--- config.mk ---
export PLATFORM = sky130hd
export DESIGN_NAME = kronos_xif_issue_queue
export DESIGN_NICKNAME = d
export VERILOG_FILES = /design/src/rtl/kronos_xif_issue_queue.sv
export SDC_FILE = /design/constraint.sdc
export NUM_CORES = 1
export LEC_CHECK = 0
export ABC_CLOCK_PERIOD_IN_PS = 2540
export BUFFER_PORTS_ARGS = -buffer_cell sky130_fd_sc_hd__buf_2
export CORE_MARGIN = 3
export CORE_UTILIZATION = 40
export DETAILED_ROUTE_END_ITERATION = 16
export PLACE_DENSITY = 0.69
export SLEW_MARGIN = 30
export SYNTH_ARGS = -nofsm -noshare
export SYNTH_HDL_FRONTEND = slang
export SYNTH_SLANG_ARGS = --single-unit
--- constraint.sdc ---
create_clock -name clk_i -period 2.54 [get_ports clk_i]
set_input_delay 0.254 -clock clk_i [delete_from_list [all_inputs] [get_ports clk_i]]
set_output_delay 0.254 -clock clk_i [all_outputs]
set_load 0.01 [all_outputs]
--- src/rtl/kronos_xif_issue_queue.sv ---
// In-order issue/commit buffer between the cv32e40px XIF issue/commit channels and the Kronos datapath.
// Claimed custom-0 instructions wait for commit/kill, dispatch one at a time and return through a registered result slot.
module kronos_xif_issue_queue #(
    parameter int unsigned DEPTH  = 4,
    parameter int unsigned ID_W   = 4,
    parameter int unsigned XLEN   = 32,
    parameter logic [6:0]  OPCODE = 7'b0001011
) (
    input  logic                     clk_i,
    input  logic                     rst_ni,
    input  logic                     issue_valid_i,
    output logic                     issue_ready_o,
    input  logic [31:0]              issue_instr_i,
    input  logic [XLEN-1:0]          issue_rs0_i,
    input  logic [XLEN-1:0]          issue_rs1_i,
    input  logic [ID_W-1:0]          issue_id_i,
    output logic                     issue_accept_o,
    output logic                     issue_writeback_o,
    input  logic                     commit_valid_i,
    input  logic [ID_W-1:0]          commit_id_i,
    input  logic                     commit_kill_i,
    output logic                     exe_valid_o,
    input  logic                     exe_ready_i,
    output logic [9:0]               exe_funct_o,
    output logic [XLEN-1:0]          exe_rs0_o,
    output logic [XLEN-1:0]          exe_rs1_o,
    output logic [4:0]               exe_rd_o,
    output logic [ID_W-1:0]          exe_id_o,
    input  logic                     dp_done_i,
    input  logic [XLEN-1:0]          dp_data_i,
    output logic                     result_valid_o,
    input  logic                     result_ready_i,
    output logic [ID_W-1:0]          result_id_o,
    output logic [4:0]               result_rd_o,
    output logic [XLEN-1:0]          result_data_o,
    output logic                     result_we_o,
    output logic [$clog2(DEPTH):0]   count_o
);

    localparam int unsigned PTR_W = $clog2(DEPTH);
    localparam int unsigned CNT_W = PTR_W + 1;

    typedef enum logic [1:0] {
        E_EMPTY,
        E_PEND,
        E_CMT,
        E_KILL
    } entry_state_e;

    typedef enum logic [1:0] {
        DISP_IDLE,
        DISP_EXEC,
        DISP_WAIT_RES
    } disp_state_e;

    typedef struct packed {
        logic [6:0]      funct7;
        logic [2:0]      funct3;
        logic [4:0]      rd;
        logic [XLEN-1:0] rs0;
        logic [XLEN-1:0] rs1;
        logic [ID_W-1:0] id;
    } entry_t;

    entry_state_e    state_q [DEPTH];
    entry_state_e    state_d [DEPTH];
    entry_t          entry_q [DEPTH];
    entry_t          entry_d [DEPTH];
    logic [PTR_W-1:0] head_q, head_d;
    logic [PTR_W-1:0] tail_q, tail_d;
    logic [CNT_W-1:0] count_q, count_d;
    disp_state_e     disp_q, disp_d;
    logic [ID_W-1:0] inflight_id_q, inflight_id_d;
    logic [4:0]      inflight_rd_q, inflight_rd_d;
    logic            result_valid_q, result_valid_d;
    logic            result_we_q, result_we_d;
    logic [ID_W-1:0] result_id_q, result_id_d;
    logic [4:0]      result_rd_q, result_rd_d;
    logic [XLEN-1:0] result_data_q, result_data_d;

    logic            push;
    logic            pop;
    logic            exe_valid;
    logic            unused_instr_bits;

    assign unused_instr_bits = ^issue_instr_i[24:15];

    assign issue_accept_o    = (issue_instr_i[6:0] == OPCODE);
    assign issue_writeback_o = (issue_instr_i[6:0] == OPCODE);
    assign issue_ready_o     = (count_q < CNT_W'(DEPTH));

    assign exe_valid_o = exe_valid;
    assign exe_funct_o = {entry_q[head_q].funct7, entry_q[head_q].funct3};
    assign exe_rs0_o   = entry_q[head_q].rs0;
    assign exe_rs1_o   = entry_q[head_q].rs1;
    assign exe_rd_o    = entry_q[head_q].rd;
    assign exe_id_o    = entry_q[head_q].id;

    assign result_valid_o = result_valid_q;
    assign result_we_o    = result_we_q;
    assign result_id_o    = result_id_q;
    assign result_rd_o    = result_rd_q;
    assign result_data_o  = result_data_q;
    assign count_o        = count_q;

    always_comb begin
        state_d        = state_q;
        entry_d        = entry_q;
        head_d         = head_q;
        tail_d         = tail_q;
        count_d        = count_q;
        disp_d         = disp_q;
        inflight_id_d  = inflight_id_q;
        inflight_rd_d  = inflight_rd_q;
        result_valid_d = result_valid_q;
        result_we_d    = result_we_q;
        result_id_d    = result_id_q;
        result_rd_d    = result_rd_q;
        result_data_d  = result_data_q;
        exe_valid      = 1'b0;
        pop            = 1'b0;
        push           = issue_valid_i && issue_ready_o && issue_accept_o;

        if (commit_valid_i) begin
            for (int unsigned i = 0; i < DEPTH; i++) begin
                if (state_q[PTR_W'(i)] == E_PEND && entry_q[PTR_W'(i)].id == commit_id_i) begin
                    state_d[PTR_W'(i)] = commit_kill_i ? E_KILL : E_CMT;
                end
            end
        end

        case (disp_q)
            DISP_IDLE: begin
                if (state_q[head_q] == E_CMT) begin
                    exe_valid = 1'b1;
                    if (exe_ready_i) begin
                        pop           = 1'b1;
                        inflight_id_d = entry_q[head_q].id;
                        inflight_rd_d = entry_q[head_q].rd;
                        disp_d        = DISP_EXEC;
                    end
                end else if (state_q[head_q] == E_KILL) begin
                    pop = 1'b1;
                end
            end
            DISP_EXEC: begin
                if (dp_done_i) begin
                    result_valid_d = 1'b1;
                    result_we_d    = 1'b1;
                    result_id_d    = inflight_id_q;
                    result_rd_d    = inflight_rd_q;
                    result_data_d  = dp_data_i;
                    disp_d         = DISP_WAIT_RES;
                end
            end
            DISP_WAIT_RES: begin
                if (result_ready_i) begin
                    result_valid_d = 1'b0;
                    result_we_d    = 1'b0;
                    disp_d         = DISP_IDLE;
                end
            end
            default: disp_d = DISP_IDLE;
        endcase

        if (pop) begin
            state_d[head_q] = E_EMPTY;
            head_d          = head_q + PTR_W'(1);
        end

        // A commit naming the id being issued this cycle lands on the fresh entry.
        if (push) begin
            if (commit_valid_i && commit_id_i == issue_id_i) begin
                state_d[tail_q] = commit_kill_i ? E_KILL : E_CMT;
            end else begin
                state_d[tail_q] = E_PEND;
            end
            entry_d[tail_q].funct7 = issue_instr_i[31:25];
            entry_d[tail_q].funct3 = issue_instr_i[14:12];
            entry_d[tail_q].rd     = issue_instr_i[11:7];
            entry_d[tail_q].rs0    = issue_rs0_i;
            entry_d[tail_q].rs1    = issue_rs1_i;
            entry_d[tail_q].id     = issue_id_i;
            tail_d                 = tail_q + PTR_W'(1);
        end

        count_d = count_q + CNT_W'(push) - CNT_W'(pop);
    end

    always_ff @(posedge clk_i or negedge rst_ni) begin
        if (!rst_ni) begin
            for (int unsigned i = 0; i < DEPTH; i++) begin
                state_q[PTR_W'(i)] <= E_EMPTY;
                entry_q[PTR_W'(i)] <= '0;
            end
            head_q         <= '0;
            tail_q         <= '0;
            count_q        <= '0;
            disp_q         <= DISP_IDLE;
            inflight_id_q  <= '0;
            inflight_rd_q  <= '0;
            result_valid_q <= 1'b0;
            result_we_q    <= 1'b0;
            result_id_q    <= '0;
            result_rd_q    <= '0;
            result_data_q  <= '0;
        end else begin
            state_q        <= state_d;
            entry_q        <= entry_d;
            head_q         <= head_d;
            tail_q         <= tail_d;
            count_q        <= count_d;
            disp_q         <= disp_d;
            inflight_id_q  <= inflight_id_d;
            inflight_rd_q  <= inflight_rd_d;
            result_valid_q <= result_valid_d;
            result_we_q    <= result_we_d;
            result_id_q    <= result_id_d;
            result_rd_q    <= result_rd_d;
            result_data_q  <= result_data_d;
        end
    end

endmodule

## Word-level counts from Yosys, hierarchy flattened

Index checks and enable logic that the tools add are counted.
Widths: inputs -> output; s select.

| storage, ports and cells | value |
|---|---|
| flip-flop bits (word level) | 400 |
| bits of input ports | 144 |
| word-level logic and storage cells | 139 |
| output and inout port bits | 133 |

| operators by class | value |
|---|---|
| add/sub/neg operators | 4 |
| eq/ne operators | 18 |
| bitwise gates (word level) | 7 |
| reduce and logical (&&, ||, !) cells | 15 |
| mux-type cells | 52 |
| magnitude comparators | 5 |

Operators with widths:

| kind | count |
|---|---|
| $bwmux 332 | 6 |
| $demux 83 s2 | 6 |
| $mux 83 | 3 |
| $bmux 83 s2 | 1 |
| $mux 76 | 1 |
| $mux 73 | 1 |
| $mux 68 | 1 |
| $mux 36 | 1 |
| $mux 8 | 4 |
| $mux 2 | 12 |
| $eq 4x4->1 | 5 |
| $eq 2x1->1 const B | 5 |
| $logic_and 1x1->1 | 9 |
| $mux 1 | 9 |
| $and 8x8->8 | 1 |
| $bwmux 8 | 1 |
| $demux 2 s2 | 2 |
| $ne 2x2->1 const B | 4 |
| $not 8->8 | 1 |
| $eq 7x4->1 const B | 1 |
| $eq 2x2->1 const B | 3 |
| $ge 3x3->1 const B | 2 |
| $lt 3x1->1 const B | 2 |
| $not 2->3 | 2 |
| other kinds (16) | 18 |

## Depth between registers and ports, before layout

Gate-level depths: netlist of run 1.

| logic depth | value |
|---|---|
| depth in word-level cells | 12 |
| depth in mapped cells | 10 |
| mapped depth without buffers | 9 |

## Least setup slack after synthesis of run 1

No wires, ideal clock.

| path | value |
|---|---|
| path kind | flip-flop to flip-flop |
| start point | register head_q[0] |
| end point | register count_q[2], in the netlist count_o[2] |
| clock period less this slack | 2.670 ns |
| cell stages (with the launch flop) | 11 |
| required time | 2.460 ns |
| path buffers | 1 |
| library setup time | 0.080 ns |
| path slack | -0.130 ns |
| arrival | 2.590 ns |
| cells stage by stage | dfrtp_1 > buf_2 > mux4_2 > nor2_1 > nor2_1 > ha_1 > inv_1 > ha_1 > fa_1 > xnor2_1 > xnor2_1 |

| between the ends | value |
|---|---|
| longest elaborated chain between the ends | 9 |
| elaborated cells on any way between the ends | 10 |
| classes of those cells | add/sub: 1; eq/ne: 2; mux: 6; bitwise: 1 |

RTL lines:

| item | line | RTL |
|---|---|---|
| from (decl) | 69 | `logic [PTR_W-1:0] head_q, head_d;` |
| from (signal assigned) | 196 | `head_q <= '0;` |
| from (signal assigned) | 210 | `head_q <= head_d;` |
| $not 2->3 (implied by the code) (*) | 134, 142 |  |
| $bmux 2 s2 (*) | 134, 142 |  |
| $mux 2 (implied by the code) (*) (2 in a row) | 134, 142 |  |
| $eq 2x2->1 | 142 | `end else if (state_q[head_q] == E_KILL) begin` |
| $mux 1 | 142 |  |
| $mux 1 (*) | 134 | `if (state_q[head_q] == E_CMT) begin` |
| $mux 1 (*) | 132 | `case (disp_q)` |
| $sub 3x1->3 (*) | 187 | `count_d = count_q + CNT_W'(push) - CNT_W'(pop);` |
| via count_d[2] | 71 | `logic [CNT_W-1:0] count_q, count_d;` |
| to (signal assigned) | 212 | `count_q <= count_d;` |
| to (decl) | 71 |  |

The timed path passes the listed nets; every way through them passes the cells marked *. The select of a mux whose other input is x is not followed.
A chain may end at the register's enable or synchronous reset.

## Worst setup path after layout of run 1

Same ends and word-level chain as after synthesis.

==> flow_metrics.env, run 1 <==
export IMPL_fill_cells=3490
export IMPL_grt_usage_pct=18.1
export IMPL_crit_arrival_ps=2960
export IMPL_synthArstFlopShare_pct=100
export IMPL_antenna_found_initial=1
export IMPL_clk_path_buf_depth=3
export IMPL_combPwrFrac_pct=7.3
export IMPL_synthDistinctLibCells=41
export IMPL_hold_ws_ps=52.1
export IMPL_drive_gt1_share_pct=54.1
export IMPL_hold_viol=0
export IMPL_routabilityCongestion=0.822
export IMPL_synthAdderAreaFrac_pct=0.831
export IMPL_p_int_uw=11300
export IMPL_period_share_pct=98.4
export IMPL_dr_total_vias=10600
export IMPL_synth_area_um2=17500
export IMPL_cp_top_family="adder cells"
export IMPL_clkSinkCount=400
export IMPL_seqPwrFrac_pct=46.0
export IMPL_crit_chain="mux4_2, nor2_4, nor2_1, ha_1, inv_1, ha_1, fa_1, xnor2_1, xnor2_1"
export IMPL_dp_hpwl_um=25900
export IMPL_synth_seq_area_share_pct=57.3
export IMPL_grt_first_pass_wirelength_um=67400
export IMPL_place_inst=1875
export IMPL_drc=0
export IMPL_firstDrtPassIters=4
export IMPL_ys_flop_type="dfrtp_1"
export IMPL_fin_skew_ps=21.5
export IMPL_maxCapViolCount=0
export IMPL_tightest_slew_ps=588
export IMPL_critical_path_class="register to register"
export IMPL_area_growth_pct=29.2
export IMPL_critPathBufInv=1
export IMPL_yosysWarnings=0
export IMPL_nets=1622
export IMPL_root_buffer="clkbuf_16"
export IMPL_fin_total_pwr_uw=14500
export IMPL_grt_overflow=0
export IMPL_drt_antenna_violating_nets=0
export IMPL_numCtsBuffers=44
export IMPL_synth_net_count=1218
export IMPL_cts_tree="done"
export IMPL_synth_simple_gate_area_share_pct=2.10
export IMPL_synth_top_area_share_pct=57.3
export IMPL_viasPerCell=5.12
export IMPL_initial_core_util_pct=41.1
export IMPL_cp_max_fo=5
export IMPL_cp_start_kind="register"
export IMPL_synth_compound_area_share_pct=0.838
export IMPL_syn_inst=1063
export IMPL_fmax_mhz=400
export IMPL_swShare_pct=22.1
export IMPL_synth_top_family_by_area="multiplexers"
export IMPL_vdd_drop_max_uv=528
export IMPL_slew_viol_final=0
export IMPL_yosys_area_top_type="dfrtp_1"
export IMPL_grt_start_max_net_pins=65
export IMPL_clockPowerShare_pct=46.7
export IMPL_synthXorXnorAreaFrac_pct=1.20
export IMPL_layout_cells_most_common="dfrtp_1"
export IMPL_drt_initial_drc_count=371
export IMPL_path_clk_slew_ps=60
export IMPL_die_w_um=215
export IMPL_slew_headroom_pct=60.8
export IMPL_powerDensity_nw_per_um2=645
export IMPL_io_pins=277
export IMPL_mostFrequentLayoutCells="398 x dfrtp_1, 333 x mux2_2, 265 x buf_2"
export IMPL_critical_path_required_ps=3000
export IMPL_status="completed"
export IMPL_p_sw_uw=3220
export IMPL_p_leak_uw=0.0113
export IMPL_hp_class="input pin to register"
export IMPL_layout_cells_non_filler=2079
export IMPL_grt_pass1_vias=11900
export IMPL_rsz0062_at_grt="true"
export IMPL_avgSynthCellArea_um2=16.4
export IMPL_cts_max_level=2
export IMPL_portBuffers=266
export IMPL_coreArea_um2=42500
export IMPL_critical_path_slowest_cell="mux4_2"
export IMPL_rows=75
export IMPL_synthMuxAreaShare_pct=35.4
export IMPL_clkLatencyLatePin_ps=560
export IMPL_dieArea_um2=46200
export IMPL_die_y_um=215
export IMPL_synth_edf_count=0
export IMPL_ys_ff_latch=400
export IMPL_wl_per_cell_um=20.1
export IMPL_cp_slowest_stage_delay_ps=560
export IMPL_synth_area_leaders="dfrtp_1 57%, mux2_2 21%, mux4_2 11%, mux2_1 3.1%, buf_2 1.1%"
export IMPL_endpoint_kind="register"
export IMPL_wl_um=41900
export IMPL_setup_viol=0
export IMPL_finalCriticalPeriod_ps=2500
## sequential cells by signal, summed over array words and instances, names as in the netlist
register,cells
state_q,8
disp_q,2
head_q,2
count_o,3
entry_q,332
result_we_o,1
result_rd_o,5
result_id_o,4
result_data_o,32
inflight_rd_q,5
inflight_id_q,4
tail_q,2
## power by group through the flow
stage	sequential [uW]	clock, uW	combinational, uW
4_1_cts	6700	6980	1050
3_3_place_gp	6800	0	864
5_1_grt	6720	7260	1160
3_5_place_dp	6810	0	888
2_1_floorplan	6810	0	382
6_report	6700	6800	1060
## layout make-up
class / instances / area (um2) / area share [%]
Multi-Input combinational cell: 582 / 7080 / 31.4
Clock inverter: 20 / 285 / 1.26
Timing Repair Buffer: 428 / 3150 / 14.0
Inverter: 11 / 41.3 / 0.183
Tap cell: 577 / 722 / 3.20
Sequential cell: 400 / 10000 / 44.4
Antenna cell: 1 / 2.50 / 0.0111
Clock buffer: 60 / 1270 / 5.64
## metrics by stage
stage / TNS [ps] / instance area (um2) / util [%] / setup slack, ps
floorplan: 0 / 17500 / - / 4.97
global placement: 0 / 19700 / 46.3 / 5.83
detailed placement: 0 / 19700 / 46.3 / 14.4
CTS: -61.9 / 22500 / 52.9 / -61.9
global route: -94.3 / 22600 / 53.1 / -94.3
finish: 0 / 22600 / 53.1 / 40.4
## synthesized netlist by cell type (2+ instances only)
cell and instances:
buf_1 4, nand2_1 18, nor3_1 2, and4_1 3
o22ai_1 2, xor2_1 16, nor3b_1 7, o21ai_0 4
buf_4 3, mux2_2 333, nor4_1 4, o31ai_1 4
nor2_1 6, ha_1 10, inv_1 11, and3b_1 2
nand3b_1 2, nand2b_1 3, mux4_2 84, o32ai_1 2
a31oi_1 3, nand4_1 4, buf_2 39, dfrtp_1 400
buf_6 5, clkbuf_1 19, mux2_1 48, xnor2_1 8
nand3_1 5
## per-layer routing
| metal | vias to the layer above | track usage, % | wire [um] |
|---|---|---|---|
| li1 | 4757 | - | - |
| met1 | 5599 | 24.0 | 18300 |
| met2 | 245 | 30.2 | 20500 |
| met3 | 38 | 4.80 | 2570 |
| met4 | 2 | 3.97 | 540 |
| met5 | - | 0 | 11 |
## worst min-delay path, cell delays in order
cell and delay, ps:
buf_2 170, nand3_1 80, o31ai_1 60
## worst paths after layout
kind	from	cells past startpoint	slack (ps)	endpoint
setup / recovery	head_q[0]$_DFFE_PN0N_	9	40	count_o[2]$_DFF_PN0_
hold / removal	commit_valid_i	3	50	state_q[1]$_DFF_PN0_
setup reg to reg	head_q[0]$_DFFE_PN0N_	9	40	count_o[2]$_DFF_PN0_
hold reg to reg	entry_q[116]$_DFFE_PN0P_	1	480	entry_q[116]$_DFFE_PN0P_
max in group asynchronous	rst_ni	3	1500	head_q[1]$_DFFE_PN0N_
min in group asynchronous	rst_ni	2	230	result_data_o[0]$_DFFE_PN0P_
## cell families after synthesis
| kind of cell | count (synthesis) |
|---|---|
| flip-flops | 400 |
| AND/OR/NAND/NOR | 61 |
| XOR/XNOR | 24 |
| adder cells (fa/ha/maj) | 11 |
| AO/OA/AOI/OAI | 21 |
| multiplexers | 465 |
| buffers and inverters | 81 |
## what timing repair did
item                       in CTS  in global routing
setup endpoints to repair      83                 47
resized for setup               3                  1
hold endpoints to repair      421                  0
setup buffers                   0                  2
cloned                          1                  2
pin swaps                       0                  0
hold buffers                  118                  0
(Power assumes the default switching activity.)
==> inputs of run 2 (changes only) <==
--- a/config.mk
+++ b/config.mk
@@ -8,9 +8,9 @@
 export ABC_CLOCK_PERIOD_IN_PS = 2540
 export BUFFER_PORTS_ARGS = -buffer_cell sky130_fd_sc_hd__buf_2
 export CORE_MARGIN = 3
-export CORE_UTILIZATION = 40
+export CORE_UTILIZATION = 30
 export DETAILED_ROUTE_END_ITERATION = 16
-export PLACE_DENSITY = 0.69
+export PLACE_DENSITY = 0.56
 export SLEW_MARGIN = 30
 export SYNTH_ARGS = -nofsm -noshare
 export SYNTH_HDL_FRONTEND = slang
==> run 2 against run 1 <==
Net effect: worst setup slack got worse by 17 ps; via count is 1.3% lower; routed wire length is 0.26% lower; largest cell class unchanged; largest power group is now registers.
==> flow_metrics.env, run 2 (synthesis gave the netlist of run 1 again) <==
export IMPL_status="completed"
export IMPL_fin_area_um2=22700
export IMPL_drive_gt1_share_pct=53.6
export IMPL_layout_cells_non_filler=2254
export IMPL_die_y_um=247
export IMPL_swShare_pct=22.4
export IMPL_drc=0
export IMPL_area_growth_pct=30.0
export IMPL_tightest_slew_ps=673
export IMPL_hold_ws_ps=215
export IMPL_slew_headroom_pct=55.1
export IMPL_mostFrequentLayoutCells="398 x dfrtp_1, 333 x mux2_2, 248 x buf_2"
export IMPL_numCtsBuffers=45
export IMPL_p_sw_uw=3170
export IMPL_grt_start_max_net_pins=106
export IMPL_finalCriticalPeriod_ps=2520
export IMPL_critical_path_slowest_cell="mux4_2"
export IMPL_cts_tree="done"
export IMPL_routabilityCongestion=0.741
export IMPL_hp_class="input pin to async pin"
export IMPL_coreArea_um2=57000
export IMPL_drt_initial_drc_count=385
export IMPL_drt_antenna_violating_nets=0
export IMPL_cp_max_fo=54
export IMPL_crit_chain="buf_16, mux4_2, buf_2"
export IMPL_powerDensity_nw_per_um2=624
export IMPL_critical_path_class="register to primary output"
export IMPL_portBuffers=266
export IMPL_antenna_found_initial=1
export IMPL_wl_per_cell_um=18.5
export IMPL_vdd_drop_max_uv=369
export IMPL_regMostFlops="entry_q"
export IMPL_place_inst=2055
export IMPL_rsz0062_at_grt="true"
export IMPL_dr_total_vias=10500
export IMPL_clkLatencyLatePin_ps=560
export IMPL_cts_max_level=2
export IMPL_viasPerCell=4.66
export IMPL_layout_cells_most_common="dfrtp_1"
export IMPL_clk_path_buf_depth=3
export IMPL_maxCapViolCount=0
export IMPL_fill_cells=5374
export IMPL_slew_viol_final=0
export IMPL_fmax_mhz=397
export IMPL_die_w_um=247
export IMPL_clkSinkCount=400
export IMPL_cp_slowest_stage_delay_ps=640
export IMPL_fin_total_pwr_uw=14200
export IMPL_wl_um=41800
export IMPL_nets=1621
export IMPL_dieArea_um2=61100
export IMPL_largest_reg_flops=332
export IMPL_initial_core_util_pct=30.6
export IMPL_path_clk_slew_ps=60
export IMPL_io_pins=277
export IMPL_dpl_cell_area_um2=19900
export IMPL_firstDrtPassIters=6
export IMPL_grt_pass1_vias=11600
export IMPL_combPwrFrac_pct=7.4
export IMPL_crit_arrival_ps=2260
export IMPL_fin_skew_ps=17.0
export IMPL_grt_first_pass_wirelength_um=66100
export IMPL_dp_hpwl_um=26400
export IMPL_hold_viol=0
export IMPL_p_leak_uw=0.0112
export IMPL_critical_path_required_ps=2290
export IMPL_p_int_uw=11000
export IMPL_root_buffer="clkbuf_16"
export IMPL_rows=87
export IMPL_clockPowerShare_pct=45.4
export IMPL_endpoint_kind="primary output"
export IMPL_period_share_pct=99.1
export IMPL_grt_usage_pct=13.8
export IMPL_seqPwrFrac_pct=47.2
export IMPL_grt_overflow=0
export IMPL_final_util_pct=39.8
export IMPL_setup_viol=0
export IMPL_cp_start_kind="register"
[run 2: layout make-up]
type	count	area, um2	area share [%]
inverters	11	41.3	0.182
flip-flops and latches	400	10000	44.1
well taps	756	946	4.17
diodes	1	2.50	0.0110
clock buffers	66	1280	5.66
repair buffers	426	3160	13.9
multi-input cells	582	7090	31.2
clock inverters	12	163	0.717
[run 2: path summary, 6_finish.rpt]
kind                            slack [ps]                            end  cells after the start                     start
worst max-delay path                    20                    exe_rd_o[0]                      3     head_q[0]$_DFFE_PN0N_
worst max register to register          20           count_o[2]$_DFF_PN0_                      9     head_q[0]$_DFFE_PN0N_
worst min register to register         480       entry_q[162]$_DFFE_PN0P_                      1  entry_q[162]$_DFFE_PN0P_
worst min-delay path                   210  result_data_o[12]$_DFFE_PN0P_                      2                    rst_ni
max in group asynchronous             1390       entry_q[116]$_DFFE_PN0P_                      3                    rst_ni
min in group clk_i                     220           state_q[4]$_DFF_PN0_                      3             commit_kill_i
[run 2: what timing repair did]
action / 4_1_cts / 5_1_grt
pin swaps: 0 / 1
resized for setup: 12 / 13
buffers inserted: 0 / 1
hold buffers: 119 / 0
setup endpoints to repair: 70 / 57
hold endpoints to repair: 406 / 0
[run 2: power by group through the flow]
stage / clock network (uW) / logic [uW] / registers [uW]
6_report: 6430 / 1040 / 6690
5_1_grt: 6950 / 1160 / 6710
4_1_cts: 6700 / 1050 / 6690
3_5_place_dp: 0 / 896 / 6810
3_3_place_gp: 0 / 877 / 6790
2_1_floorplan: 0 / 382 / 6810
[run 2: critical path, delay by kind of cell (launching register included)]
kind                   cells  cell delay (ps)
muxes                      1              640
buffers and inverters      2              510
DFF                        1              470
[run 2: per-layer routing]
metal  global-route usage [%]  wire [um]
met1                     18.1      18700
met2                     22.8      19800
met3                     3.20       2370
met4                     3.86        900
met5                        0          0
[run 2: stage by stage]
step / worst slack (ps) / setup TNS (ps)
after floorplan: 4.97 / 0
after global placement: -13.6 / -13.6
after detailed placement: 1.41 / 0
after CTS: -59.4 / -150
after global routing: -93.9 / -1060
final: 23.5 / 0
==> inputs of run 3 (changes only) <==
--- a/config.mk
+++ b/config.mk
@@ -7,6 +7,7 @@
 export LEC_CHECK = 0
 export ABC_CLOCK_PERIOD_IN_PS = 2540
 export BUFFER_PORTS_ARGS = -buffer_cell sky130_fd_sc_hd__buf_2
+export CORE_ASPECT_RATIO = 1.1
 export CORE_MARGIN = 3
 export CORE_UTILIZATION = 30
 export DETAILED_ROUTE_END_ITERATION = 16
==> run 3 against run 2 <==
Net effect: maximum frequency is 2.6% higher; final cell count increased by 0.49%; via count rose by 1.0%; clock skew is 7.7 ps lower; final area about the same; sequential share of layout area about the same; sequential power about the same; critical endpoint unchanged; largest power group unchanged.
==> flow_metrics.env, run 3 (synthesis gave the netlist of run 1 again) <==
export IMPL_status="completed"
export IMPL_final_util_pct=39.5
export IMPL_cp_start_kind="register"
export IMPL_critical_path_class="register to primary output"
export IMPL_clkSinkCount=400
export IMPL_drive_gt1_share_pct=54.2
export IMPL_die_y_um=259
export IMPL_seqPwrFrac_pct=46.6
export IMPL_nets=1629
export IMPL_drt_antenna_violating_nets=0
export IMPL_grtUsageMet1_pct=17.6
export IMPL_critical_path_slowest_cell="mux4_2"
export IMPL_mostFrequentLayoutCells="398 x dfrtp_1, 333 x mux2_2, 265 x buf_2"
export IMPL_clk_path_buf_depth=3
export IMPL_path_clk_slew_ps=60
export IMPL_slew_viol_final=0
export IMPL_fmax_mhz=408
export IMPL_period_share_pct=96.5
export IMPL_cp_slowest_stage_delay_ps=580
export IMPL_portBuffers=266
export IMPL_area_growth_pct=30.1
export IMPL_cts_max_level=2
export IMPL_hold_viol=0
export IMPL_regMostFlops="entry_q"
export IMPL_dr_total_vias=10600
export IMPL_p_sw_uw=3270
export IMPL_grt_start_max_net_pins=72
export IMPL_cp_top_family="multiplexers"
export IMPL_layout_cells_most_common="dfrtp_1"
export IMPL_largest_reg_flops=332
export IMPL_p_leak_uw=0.0113
export IMPL_routabilityCongestion=0.762
export IMPL_tns_ps=0
export IMPL_crit_chain="buf_4, buf_16, mux4_2, buf_2"
export IMPL_die_w_um=236
export IMPL_rsz0062_at_grt="true"
export IMPL_slew_headroom_pct=54.1
export IMPL_firstDrtPassIters=4
export IMPL_wl_per_cell_um=18.7
export IMPL_root_buffer="clkbuf_16"
export IMPL_multi_input_area_um2=7090
export IMPL_io_pins=277
export IMPL_drc=0
export IMPL_worstReg2RegStart="head_q[0]$_DFFE_PN0N_"
export IMPL_initial_core_util_pct=30.4
export IMPL_hp_class="input pin to register"
export IMPL_vdd_drop_max_uv=485
export IMPL_tightest_slew_ps=688
export IMPL_cp_max_fo=16
export IMPL_powerDensity_nw_per_um2=632
export IMPL_critPathBufInv=3
export IMPL_crit_arrival_ps=2200
export IMPL_combPwrFrac_pct=7.4
export IMPL_cts_tree="done"
export IMPL_final_setup_worst_slack_ps=88.3
export IMPL_met3_usage_pct=3.47
export IMPL_rows=92
export IMPL_hold_ws_ps=52.3
export IMPL_busiest_layer="met2"
export IMPL_dp_hpwl_um=27300
export IMPL_register_area_um2=10000
export IMPL_numCtsBuffers=47
export IMPL_use_met2_pct=23.7
export IMPL_grt_pass1_vias=12000
export IMPL_antenna_found_initial=2
export IMPL_endpoint_kind="primary output"
export IMPL_finalCriticalPeriod_ps=2450
export IMPL_post_place_ws_ps=-37.7
export IMPL_clkLatencyLatePin_ps=560
export IMPL_startpoint="head_q[0]$_DFFE_PN0N_"
export IMPL_coreArea_um2=57400
export IMPL_wl_um=42400
export IMPL_viasPerCell=4.69
export IMPL_grt_usage_pct=13.9
export IMPL_clockPowerShare_pct=46.0
export IMPL_swShare_pct=22.8
export IMPL_grt_overflow=0
export IMPL_hp_start="commit_valid_i"
export IMPL_maxCapViolCount=0
export IMPL_dieArea_um2=61100
export IMPL_drt_initial_drc_count=395
export IMPL_p_int_uw=11100
export IMPL_fin_skew_ps=9.33
export IMPL_grt_first_pass_wirelength_um=67900
export IMPL_setup_viol=0
export IMPL_critical_path_required_ps=2290
export IMPL_fill_cells=5315
run 3: changes by cell type in the layout (fill, tap and decap cells not counted), moves of 2 or more:
cell,before,now
buf_2,248,265
buf_6,18,1
buf_4,24,32
clkbuf_16,45,50
clkbuf_8,8,12
buf_12,15,12
bufinv_16,4,1
diode_2,1,3
inv_6,0,2
run 3: path summary, 6_finish.rpt:
check                                            to  slack, ps  depth (start not counted)
setup / recovery                        exe_rd_o[0]         90                          4
hold / removal                 state_q[7]$_DFF_PN0_         50                          3
setup reg to reg               count_o[2]$_DFF_PN0_        120                          9
hold reg to reg            entry_q[147]$_DFFE_PN0P_        480                          1
max in group asynchronous  entry_q[154]$_DFFE_PN0P_       1410                          3
min in group asynchronous  entry_q[265]$_DFFE_PN0P_        290                          2
run 3: layer usage:
| metal | wire (um) | vias to the layer above |
|---|---|---|
| met5 | 0 | - |
| met4 | 959 | 0 |
| met3 | 2290 | 56 |
| met2 | 20900 | 231 |
| met1 | 18300 | 5545 |
| li1 | - | 4781 |
run 3: area by class of cell:
| type | count | share of cell area, % |
|---|---|---|
| clock inverter | 12 | 0.419 |
| antenna | 3 | 0.0331 |
| sequential | 400 | 44.1 |
| inverter | 11 | 0.182 |
| multi-input combinational | 582 | 31.2 |
| tap | 752 | 4.14 |
| timing repair buffer | 432 | 13.6 |
| clock buffer | 73 | 6.32 |
run 3: worst register-to-register path, stage by stage, from the launching register on:
cell	delay, ps
dfrtp_4	470
mux4_2	560
nor2_4	120
nor2_2	60
ha_1	280
inv_1	40
ha_2	160
fa_2	350
xnor2_2	140
xnor2_1	120
run 3: stage by stage:
step | cells | instance area, um2 | power, uW
2_1_floorplan | 1063 | 17500 | 7190
3_5_place_dp | 2055 | 19900 | 7720
4_1_cts | 2260 | 22700 | 14600
3_3_place_gp | 2055 | 19900 | 7680
5_1_grt | 2263 | 22700 | 15000
6_report | 2265 | 22700 | 14400
run 3: power by group through the flow:
stage               combinational (uW)  sequential, uW  clock [uW]
global route                      1170            6720        7110
global placement                   884            6790           0
floorplan                          382            6810           0
detailed placement                 909            6810           0
CTS                               1070            6690        6870
finish                            1060            6690        6610
run 3: what timing repair did:
action,in CTS,in global routing
gates resized for setup,8,3
pin swaps,3,4
endpoints found under the setup margin,84,37
endpoints found under the hold margin,423,0
hold buffers,118,0
gates cloned,0,1
buffers inserted,2,1
